**config.mk**
```make
export PLATFORM = sky130hd
export DESIGN_NAME = ppc_seg_display_flat
export DESIGN_NICKNAME = d
export VERILOG_FILES = /design/src/rtl/ppc_seg_pkg.sv /design/src/rtl/ppc_seg_display_if.sv /design/src/rtl/seg7_decoder.sv /design/src/rtl/ppc_seg_display.sv /design/src/flat_wrapper.sv
export SDC_FILE = /design/constraint.sdc
export NUM_CORES = 1
export LEC_CHECK = 0
export BUFFER_PORTS_ARGS = -buffer_cell sky130_fd_sc_hd__buf_2
export CAP_MARGIN = 40
export CELL_PAD_IN_SITES_DETAIL_PLACEMENT = 1
export CELL_PAD_IN_SITES_GLOBAL_PLACEMENT = 1
export CORE_MARGIN = 5
export CORE_UTILIZATION = 41
export DETAILED_ROUTE_END_ITERATION = 16
export PLACE_DENSITY = 0.86
export SKIP_CTS_REPAIR_TIMING = 1
export SLEW_MARGIN = 15
export SYNTH_ARGS = -nofsm -noshare
export SYNTH_HDL_FRONTEND = slang
export SYNTH_SLANG_ARGS = --single-unit
```
**constraint.sdc**
```tcl
create_clock -name clk -period 1.85 [get_ports clk]
set_input_delay 0 -clock clk [delete_from_list [all_inputs] [get_ports clk]]
set_output_delay 0 -clock clk [all_outputs]
set_load 0.02 [all_outputs]
```
**src/rtl/ppc_seg_pkg.sv**
```systemverilog
// rtl/ppc_seg_pkg.sv - shared glyph constants and digit-index type for the ping-pong counter display
package ppc_seg_pkg;

   // Glyphs are active-low, bit order {g,f,e,d,c,b,a}
   localparam logic [6:0] SEG_BLANK = 7'b1111111;
   localparam logic [6:0] SEG_UP    = 7'b1011100;
   localparam logic [6:0] SEG_DOWN  = 7'b1100011;

   // Decimal digit glyphs; element [n] is the glyph for n
   localparam logic [9:0][6:0] DIGIT_GLYPH = {
      7'b0010000,   // 9
      7'b0000000,   // 8
      7'b1111000,   // 7
      7'b0000010,   // 6
      7'b0010010,   // 5
      7'b0011001,   // 4
      7'b0110000,   // 3
      7'b0100100,   // 2
      7'b1111001,   // 1
      7'b1000000    // 0
   };

   // Scan position, rightmost digit first
   typedef enum logic [1:0] {
      ONES  = 2'd0,
      TENS  = 2'd1,
      DIR_L = 2'd2,
      DIR_H = 2'd3
   } digit_idx_t;

endpackage

```
**src/rtl/ppc_seg_display_if.sv**
```systemverilog
// rtl/ppc_seg_display_if.sv - counter-to-display bundle: value/direction in, digit drive out
interface ppc_seg_display_if;
   logic [3:0] out_val;
   logic       direction;
   logic [3:0] an;
   logic [6:0] seg;
   logic       dp;

   modport master (output out_val, output direction, input an, input seg, input dp);
   modport slave  (input out_val, input direction, output an, output seg, output dp);
endinterface

```
**src/rtl/seg7_decoder.sv**
```systemverilog
// rtl/seg7_decoder.sv - combinational BCD to active-low 7-segment glyph
module seg7_decoder
   import ppc_seg_pkg::*;
(
   input  logic [3:0] bcd,
   output logic [6:0] seg
);

   // Non-decimal codes map to blank so no illegal pattern can reach the pins
   always_comb begin
      seg = SEG_BLANK;
      if (bcd <= 4'd9) begin
         seg = DIGIT_GLYPH[bcd];
      end
   end

endmodule

```
**src/rtl/ppc_seg_display.sv**
```systemverilog
// rtl/ppc_seg_display.sv - 4-digit multiplexed display of counter value and direction (option: PPC_SEG_LEADING_ZERO_EN)
module ppc_seg_display
   import ppc_seg_pkg::*;
#(
   parameter int SCAN_DIV = 100000,
   parameter int DIV_W    = 17
)
(
   input  logic               clk,
   input  logic               rst,
   ppc_seg_display_if.slave   bus
);

   logic [DIV_W-1:0] div;
   digit_idx_t       idx;
   logic             prime;
   logic [3:0]       shadow_val;
   logic             shadow_dir;
   logic             wrap;
   logic             capture;
   logic             tens;
   logic [3:0]       dec_in;
   logic [6:0]       dec_seg;
   logic [6:0]       seg_next;
   logic [3:0]       an_q;
   logic [6:0]       seg_q;

   assign wrap    = (div == DIV_W'(SCAN_DIV - 1));
   // Capture only at frame boundaries so a frame never mixes two values
   assign capture = prime || (wrap && (idx == DIR_H));
   assign tens    = (shadow_val >= 4'd10);

   // Scan divider and digit index
   always_ff @(posedge clk or posedge rst) begin
      if (rst) begin
         div <= '0;
         idx <= ONES;
      end else if (wrap) begin
         div <= '0;
         idx <= digit_idx_t'(idx + 2'd1);
      end else begin
         div <= div + DIV_W'(1);
      end
   end

   // Frame shadow of the counter inputs; prime forces a capture right after reset
   always_ff @(posedge clk or posedge rst) begin
      if (rst) begin
         prime      <= 1'b1;
         shadow_val <= 4'd0;
         shadow_dir <= 1'b1;
      end else begin
         prime <= 1'b0;
         if (capture) begin
            shadow_val <= bus.out_val;
            shadow_dir <= bus.direction;
         end
      end
   end

   // Select the decimal digit that the current scan position needs
   always_comb begin
      dec_in = 4'd0;
      case (idx)
         ONES:    dec_in = tens ? (shadow_val - 4'd10) : shadow_val;
         TENS:    dec_in = {3'b000, tens};
         default: dec_in = 4'd0;
      endcase
   end

   seg7_decoder u_dec (
      .bcd (dec_in),
      .seg (dec_seg)
   );

   // Glyph for the current scan position
   always_comb begin
      seg_next = SEG_BLANK;
      case (idx)
         ONES: seg_next = dec_seg;
`ifdef PPC_SEG_LEADING_ZERO_EN
         TENS: seg_next = dec_seg;
`else
         TENS: seg_next = tens ? dec_seg : SEG_BLANK;
`endif
         default: seg_next = shadow_dir ? SEG_UP : SEG_DOWN;
      endcase
   end

   // Registered pin drive; anode and segments move together so one digit is lit at a time
   always_ff @(posedge clk or posedge rst) begin
      if (rst) begin
         an_q  <= 4'b1111;
         seg_q <= SEG_BLANK;
      end else begin
         an_q  <= ~(4'b0001 << idx);
         seg_q <= seg_next;
      end
   end

   assign bus.an  = an_q;
   assign bus.seg = seg_q;
   assign bus.dp  = 1'b1;

endmodule

```
**src/flat_wrapper.sv**
```systemverilog
// flat-port wrapper written by rule: the top's interface ports become plain ports
module ppc_seg_display_flat import ppc_seg_pkg::*;
#(
   parameter int SCAN_DIV = 100000,
   parameter int DIV_W    = 17
)
  (clk, rst, bus_out_val, bus_direction, bus_an, bus_seg, bus_dp);
  ppc_seg_display_if bus_i ();
  input  logic clk;
  input  logic rst;
  input wire logic [$bits(bus_i.out_val)-1:0] bus_out_val;
  input wire logic [$bits(bus_i.direction)-1:0] bus_direction;
  output wire logic [$bits(bus_i.an)-1:0] bus_an;
  output wire logic [$bits(bus_i.seg)-1:0] bus_seg;
  output wire logic [$bits(bus_i.dp)-1:0] bus_dp;
  assign bus_i.out_val = bus_out_val;
  assign bus_i.direction = bus_direction;
  assign bus_an = bus_i.an;
  assign bus_seg = bus_i.seg;
  assign bus_dp = bus_i.dp;
  ppc_seg_display #(.SCAN_DIV(SCAN_DIV), .DIV_W(DIV_W)) u_core (.clk(clk), .rst(rst), .bus(bus_i));
endmodule
```
# After elaboration in Yosys (flattened, before gate mapping)
# Memories as Yosys holds them, arrays and structs flattened.
# Cells that the tools add are included.
# Widths: inputs -> output; s select.
# totals
mem_count	1
register_bits	36
output_inout_bits	12
inputBits	7
mem_bits_ro	112
elab_cells	30
# memory_table
memory	words	width	rd	rd_ports_with_merged_regs	wr	line_no	rtl
(no name shown)	16	7	1	0	0	seg7_decoder.sv:13	seg = DIGIT_GLYPH[bcd];
# classes
n_lt_le_gt_ge	3
bitwise_logic	1
addsub	3
reduce_logical	3
shifts	1
muxes	8
eq_ne	3
# ops
op	count
$mux 7	3
$add 17x1->17 const B	1
$eq 17x17->1 const B	1
$mux 17	1
$pmux 7 s2	1
$pmux 4 s2	1
$mux 6	1
$lt 4x5->1 const B	1
$ge 4x4->1 const B	1
$le 4x4->1 const B	1
$mux 4	1
$not 4->4	1
$shl 1x2->4 const A	1
$sub 4x4->4 const B	1
$add 2x1->2 const B	1
$eq 2x1->1 const B	1
$eq 2x2->1 const B	1
$logic_not 2->1	1
$logic_and 1x1->1	1
$logic_or 1x1->1	1

# Longest topological paths before layout
# Gate-level depths: netlist (run 1).
# logic_depth
word_depth	8
depth_mapped	10
depth_no_buf	10

# By module
# Synthesis (run 1) repeated with hierarchy kept, for this count alone.
# hier_totals
cells_unflattened	180
area_unflattened_um2	1860.5
# modules_own_cells
mod	seq_area_each_um2	area_per_inst_um2	cells_each	instances
ppc_seg_display	917.1	1654.1	150	1
seg7_decoder	0.0	206.4	30	1

# Worst setup path before layout (run 1)
# No wires, ideal clock.
# synth_timing
kind	register -> register
from	register u_core.idx[0]
to	register u_core.seg_q[3], in the netlist u_core.bus.seg[3]
n_path_buf	1
setup_time_ps	77
period_less_slack_ps	1992
setup_slack_ps	-142
path_stages_with_launch	11
required_ps	1773
arrival_time_ps	1914
path_cell_list	dfrtp_1 > inv_1 > ha_1 > clkbuf_1 > a21oi_1 > inv_1 > ha_1 > nor2_1 > a31oi_1 > o22a_1 > o22ai_1
# synth_between
elab_chain_len	7
word_cells_on_any_way	9
classes_between	order compare (1); eq/ne (1); mux (5); reduce/logical (1); memory (1)
# synth_rtl
item	line_no	rtl
start, declared	ppc_seg_display.sv:15	digit_idx_t idx;
start signal, assigned	ppc_seg_display.sv:40	idx <= digit_idx_t'(idx + 2'd1);
$eq 2x1->1 or $logic_not 2->1 (tied branches)	ppc_seg_display.sv:64, ppc_seg_display.sv:79	
$pmux 4 s2	ppc_seg_display.sv:64	case (idx)
$mem_v2 16x7	n/a	
$mux 7 (implied by the code)	seg7_decoder.sv:13	
$mux 7	seg7_decoder.sv:12	if (bcd <= 4'd9) begin
$mux 7	ppc_seg_display.sv:84	TENS: seg_next = tens ? dec_seg : SEG_BLANK;
$pmux 7 s2 (*)	ppc_seg_display.sv:79	case (idx)
net u_core.seg_next[3]	ppc_seg_display.sv:24	logic [6:0] seg_next;
end signal, assigned	ppc_seg_display.sv:97	seg_q <= seg_next;
end, declared	ppc_seg_display.sv:26	logic [6:0] seg_q;
# Mark *: on every way through the listed nets, which the timed path passes. The rest lies on a longest branch. The select of a mux whose other input is x is not followed.
# A chain may end at the register's enable or synchronous reset.

# Worst setup path after layout (run 1)
# layout_timing
from	register u_core.div[6]
to	register u_core.shadow_val[0]
# layout_between
elab_chain_len	3
# layout_rtl
item	line_no	rtl
start, declared	ppc_seg_display.sv:14	logic [DIV_W-1:0] div;
start signal, assigned	ppc_seg_display.sv:42	div <= div + DIV_W'(1);
$eq 17x17->1	ppc_seg_display.sv:28	assign wrap = (div == DIV_W'(SCAN_DIV - 1));
$logic_and 1x1->1	ppc_seg_display.sv:30	assign capture = prime || (wrap && (idx == DIR_H));
$logic_or 1x1->1	ppc_seg_display.sv:30	
end signal, assigned	ppc_seg_display.sv:55	shadow_val <= bus.out_val;
end, declared	ppc_seg_display.sv:17	logic [3:0] shadow_val;
# No other way between the ends.

==> results.cfg, run 1 <==
[final_layout]
utilization_pct = 55.2
final_common_cell = buf_4
syn_to_final_growth_pct = 31.9
drive_gt1_share_pct = 41.1
seq_area_um2 = 918
final_cell_mix = buf_4 (27), dfrtp_1 (22), buf_2 (17)
final_nets = 236
multi_input_area_um2 = 897
fin_cells = 271
fillers = 484
diodes = 0

[power_and_ir_drop]
powerDensity_mw_per_mm2 = 777
ir_drop_mv = 0.261
power_switching_mw = 0.506
switching_share_pct = 27.5
power.leakage_nw = 1.11
comb_power_share_pct = 20.2
p_int_mw = 1.34
clkPwrFrac_pct = 31.2
p_seq_share_pct = 48.6

[placement]
hpwlAfterDp_um = 3100
placedCellCount = 255
place_ws_ns = -0.136
place.gp.congestion = 0.774
portBuffers = 17

[yosys]
syn_area_mm2 = 0.00180
syn-num-nets = 183
yosys_warnings = 0
synthCells = 165
seq_area_frac_synth_pct = 51.0
ys_types = 39
post_synth.cell_area_avg_um2 = 10.9
yosys_register_bits = 36

[timing]
finalHoldViolations = 0
period_share_pct = 103
slew_violations = 0
setup_tns_ns = -0.226
clock.fmax_mhz = 526
fin_crit_ns = 1.90
worst_slack_ns = -0.0506
setup_violations = 6
rsz0062_at_grt = true
skew_ns = 0.00671
worstMarginPinSlew_ns = 0.581
slew_headroom_pct = 61.0

[run_status]
outcome = finished with violations
violations = setup timing

[grt]
gr-total-overflow = 0
grt_pass1_vias = 1514
grt_use_total_pct = 15.6
antenna_found_initial = 0
grt_max_degree = 37
grt_pass1_wl_um = 7220

[worst_hold_path]
min_path_type = in -> async

[die]
start_util_pct = 41.9
core_area_mm2 = 0.00429
num_rows = 24
die_h_um = 76.2
die_area_mm2 = 0.00581
fp.dieW_um = 76.2
ioPinCount = 19

[critical_path]
worst_r2r_path_depth = 4
cp.required_ns = 2.03
crit_path_end_kind = flop
criticalPathCategory = reg -> reg
start_kind = flop
crit_path_max_fanout = 5
arrival_ns = 2.08
r2r_setup_slack_ns = -0.05
r2r_end = u_core.shadow_val[0]
rr_startpoint = u_core.div[6]

[routing]
wl_per_cell_um = 16.3
postRouteAntennaNets = 0
via_per_inst = 5.15
wirelength_um = 4410
drtIter0Drc = 46
dr.pass1.iters = 4
vias = 1396
drcViolationCount = 0

[cts]
cts_buffers = 5
cts_root_buffer = clkbuf_8
clk_path_buf_depth = 2
clock_sinks = 36
clk_pin_slew_ns = 0.07
clkLatencyLatePin_ns = 0.30
htree_levels = 2
cts_tree = yes

[job]
maxCapViolations = 0
-- layer usage --
metal  track usage (%)  part of all wire (%)  wire length, µm
met1              18.1                    42             1840
met4              8.92                   4.1              179
met2              26.3                    51             2240
met3              3.43                   3.3              144
met5                 0                     0                0
-- state kept, by name, indices dropped and copies added, names as in the netlist --
register           cells
u_core.bus.an          4
u_core.shadow_val      4
u_core.div            17
u_core.bus.seg         7
u_core.shadow_dir      1
u_core.idx             2
u_core.prime           1
-- cells by family after synthesis --
family / count (synthesis) / synth area share, %
adders and majority gates: 11 / 7.65
other: 2 / 0.418
AOI/OAI and AO/OA: 24 / 8.42
buffers and inverters: 18 / 4.04
and+or+nand+nor: 53 / 16.4
xor gates and xnor gates: 14 / 6.82
DFF: 36 / 51.0
muxes: 7 / 5.29
-- area by class of cell --
class,instances,share of cell area [%]
flip-flops and latches,36,38.7
multi-input cells,111,37.8
repair buffers,50,14.7
clock buffers,8,3.80
well taps,52,2.74
inverters,14,2.22
-- power by group through the flow --
stage          clock (mW)  sequential, mW  combinational (mW)
3_5_place_dp            0           0.910               0.324
3_3_place_gp            0           0.904               0.309
6_report            0.575           0.895               0.373
2_1_floorplan           0           0.966               0.151
5_1_grt             0.622           0.902               0.410
4_1_cts             0.592           0.896               0.328
-- cells in the mapped netlist --
master,instances,share of area [%]
o22ai_1,4,1.4
buf_4,1,0.42
nor3_1,3,0.83
xor2_1,3,1.5
buf_1,1,0.21
clkbuf_1,1,0.21
nand2_1,8,1.7
a21oi_2,1,0.49
o31ai_1,2,0.83
mux2_4,5,4.2
o211ai_1,1,0.42
conb_1,2,0.42
xnor2_1,11,5.4
nor4_4,1,1.2
o22a_1,1,0.49
o21ai_0,5,1.4
buf_2,1,0.28
or4_1,1,0.42
nor4_1,2,0.70
and3_1,3,1.0
a21oi_1,6,1.7
or4_4,1,0.63
dfstp_2,13,19
or4bb_1,1,0.63
and3b_1,1,0.49
nor2_1,14,2.9
mux2i_1,2,1.1
inv_1,14,2.9
a31oi_1,1,0.35
nor2b_1,2,0.70
a21o_1,2,0.83
ha_1,11,7.7
nand4_1,4,1.4
nand3_1,8,2.2
dfrtp_1,23,32
or3_1,2,0.70
nand4b_1,1,0.49
nand2b_1,1,0.35
o211a_1,1,0.56
-- metrics by stage --
step                hold WS (ns)  total power, mW  instance area (µm²)
floorplan                  0.148             1.12                 1820
global placement           0.116             1.21                 2130
detailed placement         0.136             1.23                 2130
CTS                       -0.182             1.82                 2220
global route               0.426             1.93                 2370
finish                     0.354             1.84                 2370
-- worst max path at each step --
stage | endpoint | start | slack [ns] | depth (start not counted)
detailed placement | u_core.bus.seg[0] | u_core.idx[1] | -0.14 | 10
CTS | u_core.bus.seg[0] | u_core.idx[1] | -0.20 | 10
finish | u_core.shadow_val[0] | u_core.div[6] | -0.05 | 4
floorplan | u_core.shadow_val[0] | u_core.div[11] | -0.03 | 4
global route | u_core.bus.seg[0] | u_core.idx[1] | -0.12 | 10
global placement | u_core.shadow_val[1] | u_core.div[11] | -0.009 | 4
-- worst max-delay path, cell delays in order (launching register included) --
cell	delay (ns)
dfrtp_2	0.41
or4bb_4	0.54
nor4_4	0.37
a21oi_4	0.15
mux2_4	0.32
Note: power is estimated with default switching activity, not from simulation.
==> run 2: changes to the inputs <==
--- a/config.mk
+++ b/config.mk
@@ -10,11 +10,12 @@
 export CELL_PAD_IN_SITES_DETAIL_PLACEMENT = 1
 export CELL_PAD_IN_SITES_GLOBAL_PLACEMENT = 1
 export CORE_MARGIN = 5
-export CORE_UTILIZATION = 41
+export CORE_UTILIZATION = 46
+export CTS_CLUSTER_DIAMETER = 40
 export DETAILED_ROUTE_END_ITERATION = 16
-export PLACE_DENSITY = 0.86
+export PLACE_DENSITY = 0.91
 export SKIP_CTS_REPAIR_TIMING = 1
-export SLEW_MARGIN = 15
+export SLEW_MARGIN = 25
 export SYNTH_ARGS = -nofsm -noshare
 export SYNTH_HDL_FRONTEND = slang
 export SYNTH_SLANG_ARGS = --single-unit
==> constraint.sdc (replaced) <==
create_clock -name clk -period 1.8 [get_ports clk]
set_input_delay 0 -clock clk [delete_from_list [all_inputs] [get_ports clk]]
set_output_delay 0 -clock clk [all_outputs]
set_load 0.02 [all_outputs]
==> run 2 against run 1 <==
The flow still finishes with violations (setup timing). Global-route usage is 5.0 points higher. Design area is 3.2% higher. Clock skew is 0.0048 ns higher. Critical endpoint is now u_core.shadow_val[1].
==> results.cfg, run 2 (synthesized netlist as in run 1, its figures left out) <==
[cts]
clk_pin_slew_ns = 0.08
htree_levels = 2
clkLatencyLatePin_ns = 0.31
clock_sinks = 36
cts_root_buffer = clkbuf_8
clk_path_buf_depth = 2
cts_tree = yes
cts_buffers = 5

[timing]
worstMarginPinSlew_ns = 0.552
slew_headroom_pct = 62.9
slew_violations = 0
whs_ns = 0.348
skew_ns = 0.0115
finalHoldViolations = 0
clock.fmax_mhz = 505
setup_violations = 23
rsz0062_at_grt = true
period_share_pct = 110
fin_crit_ns = 1.98
worst_slack_ns = -0.180

[critical_path]
crit_path_start = u_core.div[8]
worst_r2r_path_depth = 4
cp.required_ns = 1.99
crit_slowest_cell = or4bb_4
start_kind = flop
arrival_ns = 2.17
critPathBufInv = 0
r2r_end = u_core.shadow_val[1]
crit_family = simple AND/OR/NAND/NOR gates
crit_cells = 4
r2r_setup_slack_ns = -0.18
crit_path_end_kind = flop
criticalPathCategory = reg -> reg
timing.critical_path.to = u_core.shadow_val[1]
crit_path_max_fanout = 5
rr_startpoint = u_core.div[8]
critical-path-max-stage-delay_ns = 0.56
path_cells = or4bb_4, nor4_4, a21oi_4, mux2_4

[routing]
via_per_inst = 5.70
vias = 1546
drtIter0Drc = 102
dr.pass1.iters = 4
postRouteAntennaNets = 0
wl_per_cell_um = 22.7
wirelength_um = 6150
drcViolationCount = 0

[die]
fp.dieW_um = 72.5
start_util_pct = 48.4
num_rows = 22
die_h_um = 72.5
die_area_mm2 = 0.00526
ioPinCount = 19
core_area_mm2 = 0.00372

[grt]
grt_max_degree = 37
grt_pass1_wl_um = 8260
grt_use_total_pct = 20.6
gr-usage-met3_pct = 5.82
antenna_found_initial = 0
gr-total-overflow = 0
use_met1_pct = 22.5
grt_pass1_vias = 1628
top_usage_layer = met2
use_met2_pct = 37.7

[final_layout]
final_common_cell = buf_4
syn_to_final_growth_pct = 36.0
largest_reg_flops = 17
stdcell_area_mm2 = 0.00245
drive_gt1_share_pct = 45.7
fillers = 385
final_cell_mix = buf_4 (31), dfrtp_1 (22), buf_2 (17)
diodes = 0
fin_cells = 271
final_nets = 240
regMostFlops = u_core.div

[run_status]
violations = setup timing
outcome = finished with violations

[power_and_ir_drop]
power.leakage_nw = 1.14
ir_drop_mv = 0.534
powerDensity_mw_per_mm2 = 840
power.total_mw = 2.06

[job]
maxCapViolations = 0

[placement]
placedCellCount = 253
portBuffers = 17
place.gp.congestion = 0.879
place_ws_ns = -0.123
hpwlAfterDp_um = 3620
dpl_cell_area_mm2 = 0.00214

[worst_hold_path]
min_path_type = in -> async
run 2: area by class of cell:
cell class | instances | area, µm² | area share (%)
Clock inverter | 3 | 42.5 | 1.74
Sequential cell | 36 | 918 | 37.5
Timing Repair Buffer | 54 | 378 | 15.4
Multi-Input combinational cell | 111 | 926 | 37.9
Clock buffer | 5 | 68.8 | 2.81
Inverter | 14 | 52.6 | 2.15
Tap cell | 48 | 60.1 | 2.46
run 2: worst reg2reg max path, cell delays in order (launching register included):
cell     delay, ns
dfrtp_1       0.41
or4bb_4       0.56
nor4_4        0.42
a21oi_4       0.16
mux2_4        0.33
run 2: worst min path at each step:
stage / endpoint
2_1_floorplan: u_core.shadow_dir
3_3_place_gp: u_core.div[4]
3_5_place_dp: u_core.div[4]
4_1_cts: u_core.div[0]
5_1_grt: u_core.div[10]
6_report: u_core.div[0]
run 2: metal layers:
layer | up-vias | part of all wire [%]
met4 | 0 | 3.8
li1 | 675 | -
met1 | 792 | 40
met3 | 23 | 5.0
met2 | 56 | 51
met5 | - | 0
run 2: where the power goes:
group / leakage [nW] / internal [mW] / switching [mW]
sequential: 0.433 / 0.895 / 0.0318
clock: 0.0541 / 0.410 / 0.329
combinational: 0.649 / 0.167 / 0.224
total: 1.14 / 1.47 / 0.584
run 2: through the flow:
stage	utilization (%)	setup TNS [ns]
floorplan	-	-0.387
global placement	57.7	-0.117
detailed placement	57.7	-1.27
CTS	60.7	-1.72
global route	65.8	-3.39
finish	65.8	-2.21
==> run 3: changes to the inputs <==
--- a/config.mk
+++ b/config.mk
@@ -10,12 +10,13 @@
 export CELL_PAD_IN_SITES_DETAIL_PLACEMENT = 1
 export CELL_PAD_IN_SITES_GLOBAL_PLACEMENT = 1
 export CORE_MARGIN = 5
-export CORE_UTILIZATION = 46
+export CORE_UTILIZATION = 45
 export CTS_CLUSTER_DIAMETER = 40
 export DETAILED_ROUTE_END_ITERATION = 16
-export PLACE_DENSITY = 0.91
+export PLACE_DENSITY = 0.9
 export SKIP_CTS_REPAIR_TIMING = 1
 export SLEW_MARGIN = 25
 export SYNTH_ARGS = -nofsm -noshare
 export SYNTH_HDL_FRONTEND = slang
+export SYNTH_HIERARCHICAL = 1
 export SYNTH_SLANG_ARGS = --single-unit
==> run 3 against run 2 <==
The run still ends with setup timing left. Register-to-register slack hardly changed. Sequential share of layout area is 4.1 points lower. Die area is 5.0% higher. Clock-buffer cell count is 1 higher. Design area is 12% higher. First-iteration DRC count is 22% higher. Clock skew is 0.0013 ns higher. Sequential cell count stayed put. Critical endpoint is now u_core/bus.seg[1]. Largest cell class unchanged. Largest power group unchanged.
==> results.cfg, run 3 <==
[critical_path]
r2r_setup_slack_ns = -0.18
r2r_end = u_core/bus.seg[1]
start_kind = flop
arrival_ns = 2.20
rr_startpoint = u_core/idx[1]
cp.required_ns = 2.02
crit_path_max_fanout = 4
criticalPathCategory = reg -> reg
crit_path_end_kind = flop
worst_r2r_path_depth = 11

[cts]
clk_pin_slew_ns = 0.08
cts_tree = yes
htree_levels = 2
cts_buffers = 5
cts_root_buffer = clkbuf_8
clk_path_buf_depth = 2
clkLatencyLatePin_ns = 0.31
clock_sinks = 36

[yosys]
synth-edff-count = 0
syn_area_mm2 = 0.00186
netlist_top_cells_area = dfrtp_1 (31%), dfstp_2 (18%), ha_1 (7.4%), xnor2_1 (5.2%), nand2_1 (4.2%)
synthFlopType = dfrtp_1
ys_types = 41
yosysTopAreaCell = dfrtp_1
yosys_warnings = 6
yosysMostFrequentCell = dfrtp_1
synth.top_cell.area_share_pct = 30.9
synthCells = 180
syn-num-nets = 198
post_synth.cell_area_avg_um2 = 10.3
yosys_register_bits = 36
synthTopCellsByCount = dfrtp_1 (23), nand2_1 (21), nor2_1 (17)
async_flop_share_pct = 100
seq_area_frac_synth_pct = 49.3

[routing]
drtIter0Drc = 124
wl_per_cell_um = 24.0
postRouteAntennaNets = 0
drcViolationCount = 0
dr.pass1.iters = 4
vias = 1720
wirelength_um = 7260
via_per_inst = 5.68

[die]
ioPinCount = 19
start_util_pct = 46.5
num_rows = 23
fp.dieW_um = 74.3
core_area_mm2 = 0.00400
die_area_mm2 = 0.00552
die_h_um = 74.3

[final_layout]
stdcell_area_mm2 = 0.00275
regMostFlops = u_core/div
fillers = 410
seq_area_um2 = 921
final_cell_mix = buf_4 (40), dfrtp_1 (20), buf_2 (18), nand2_1 (18), nor2_1 (15)
final_common_cell = buf_4
largest_reg_flops = 17
drive_gt1_share_pct = 52.6
syn_to_final_growth_pct = 47.8
fin_cells = 303
final_nets = 270
diodes = 0
multi_input_area_mm2 = 0.00106

[placement]
portBuffers = 17
hpwlAfterDp_um = 3080
place.gp.congestion = 0.835
placedCellCount = 275
dpl_cell_area_mm2 = 0.00225

[run_status]
outcome = finished with violations
violations = setup timing

[timing]
finalHoldViolations = 0
clock.fmax_mhz = 505
skew_ns = 0.0129
setup_violations = 21
rsz0062_at_grt = true
slew_violations = 0
fin_crit_ns = 1.98
worst_slack_ns = -0.181
period_share_pct = 110

[power_and_ir_drop]
power.leakage_nw = 1.30
powerDensity_mw_per_mm2 = 822
ir_drop_mv = 0.589

[grt]
grt_pass1_vias = 1538
grt_use_total_pct = 17.1
antenna_found_initial = 0
grt_max_degree = 37
grt_pass1_wl_um = 7090
gr-total-overflow = 0

[job]
maxCapViolations = 0

[worst_hold_path]
min_path_type = in -> async
## run 3: power by group
part	leakage, nW	switching, mW	internal, mW
combinational	0.813	0.343	0.259
clock	0.0552	0.320	0.411
sequential	0.431	0.0310	0.897
## run 3: worst max-delay path: stages, from the launching register on
cell and delay, ns:
dfrtp_1 0.40, inv_2 0.14, ha_4 0.17, inv_2 0.04, or2_4 0.24, nand2_4 0.11
inv_4 0.07, ha_4 0.25, a21oi_1 0.22, nor2_1 0.10, nand2_1 0.08, nand2_1 0.06
## run 3: worst max-delay path by stage
stage                          from  slack (ns)              endpoint
5_1_grt               u_core/idx[1]       -0.23     u_core/bus.seg[1]
4_1_cts               u_core/idx[0]       -0.18     u_core/bus.seg[4]
3_3_place_gp         u_core/div[12]       -0.09  u_core/shadow_val[0]
2_1_floorplan        u_core/div[13]       -0.10  u_core/shadow_val[0]
6_report              u_core/idx[1]       -0.18     u_core/bus.seg[1]
3_5_place_dp   u_core/shadow_val[2]       -0.18     u_core/bus.seg[6]
## run 3: cell type report
type / instances / share of cell area (%)
multi-input combinational: 124 / 38.6
sequential: 36 / 33.5
timing repair buffer: 70 / 19.5
clock buffer: 6 / 2.64
tap: 50 / 2.27
inverter: 15 / 2.23
clock inverter: 2 / 1.27
## run 3: layer usage
metal / share of wire (%) / global-route usage [%] / vias up
met2: 52 / 30.1 / 73
li1: - / - / 742
met4: 3.7 / 4.94 / 0
met1: 39 / 21.0 / 882
met5: 0 / 0 / -
met3: 5.1 / 3.92 / 23
## run 3: per-stage QoR
step                setup TNS (ns)  setup slack, ns  hold WS (ns)  power (mW)  util [%]
floorplan                   -0.469           -0.102         0.148        1.20         -
global placement            -0.577          -0.0863         0.119        1.31      56.2
detailed placement           -1.43           -0.184         0.132        1.33      56.2
CTS                          -1.61           -0.183        -0.185        2.04      58.9
global route                 -2.70           -0.232         0.405        2.36      68.8
finish                       -1.38           -0.181         0.355        2.26      68.8
## run 3: cells by family (layout without fill, tap and decap cells)
logic type	count (synthesis)	after routing	synth area share (%)
xor gates and xnor gates	15	15	7.06
buffers and inverters	20	93	4.77
AOI/OAI and AO/OA	23	23	8.00
muxes	6	6	4.57
other	2	2	0.404
DFF	36	36	49.3
and+or+nand+nor	67	67	18.5
adders and majority gates	11	11	7.40
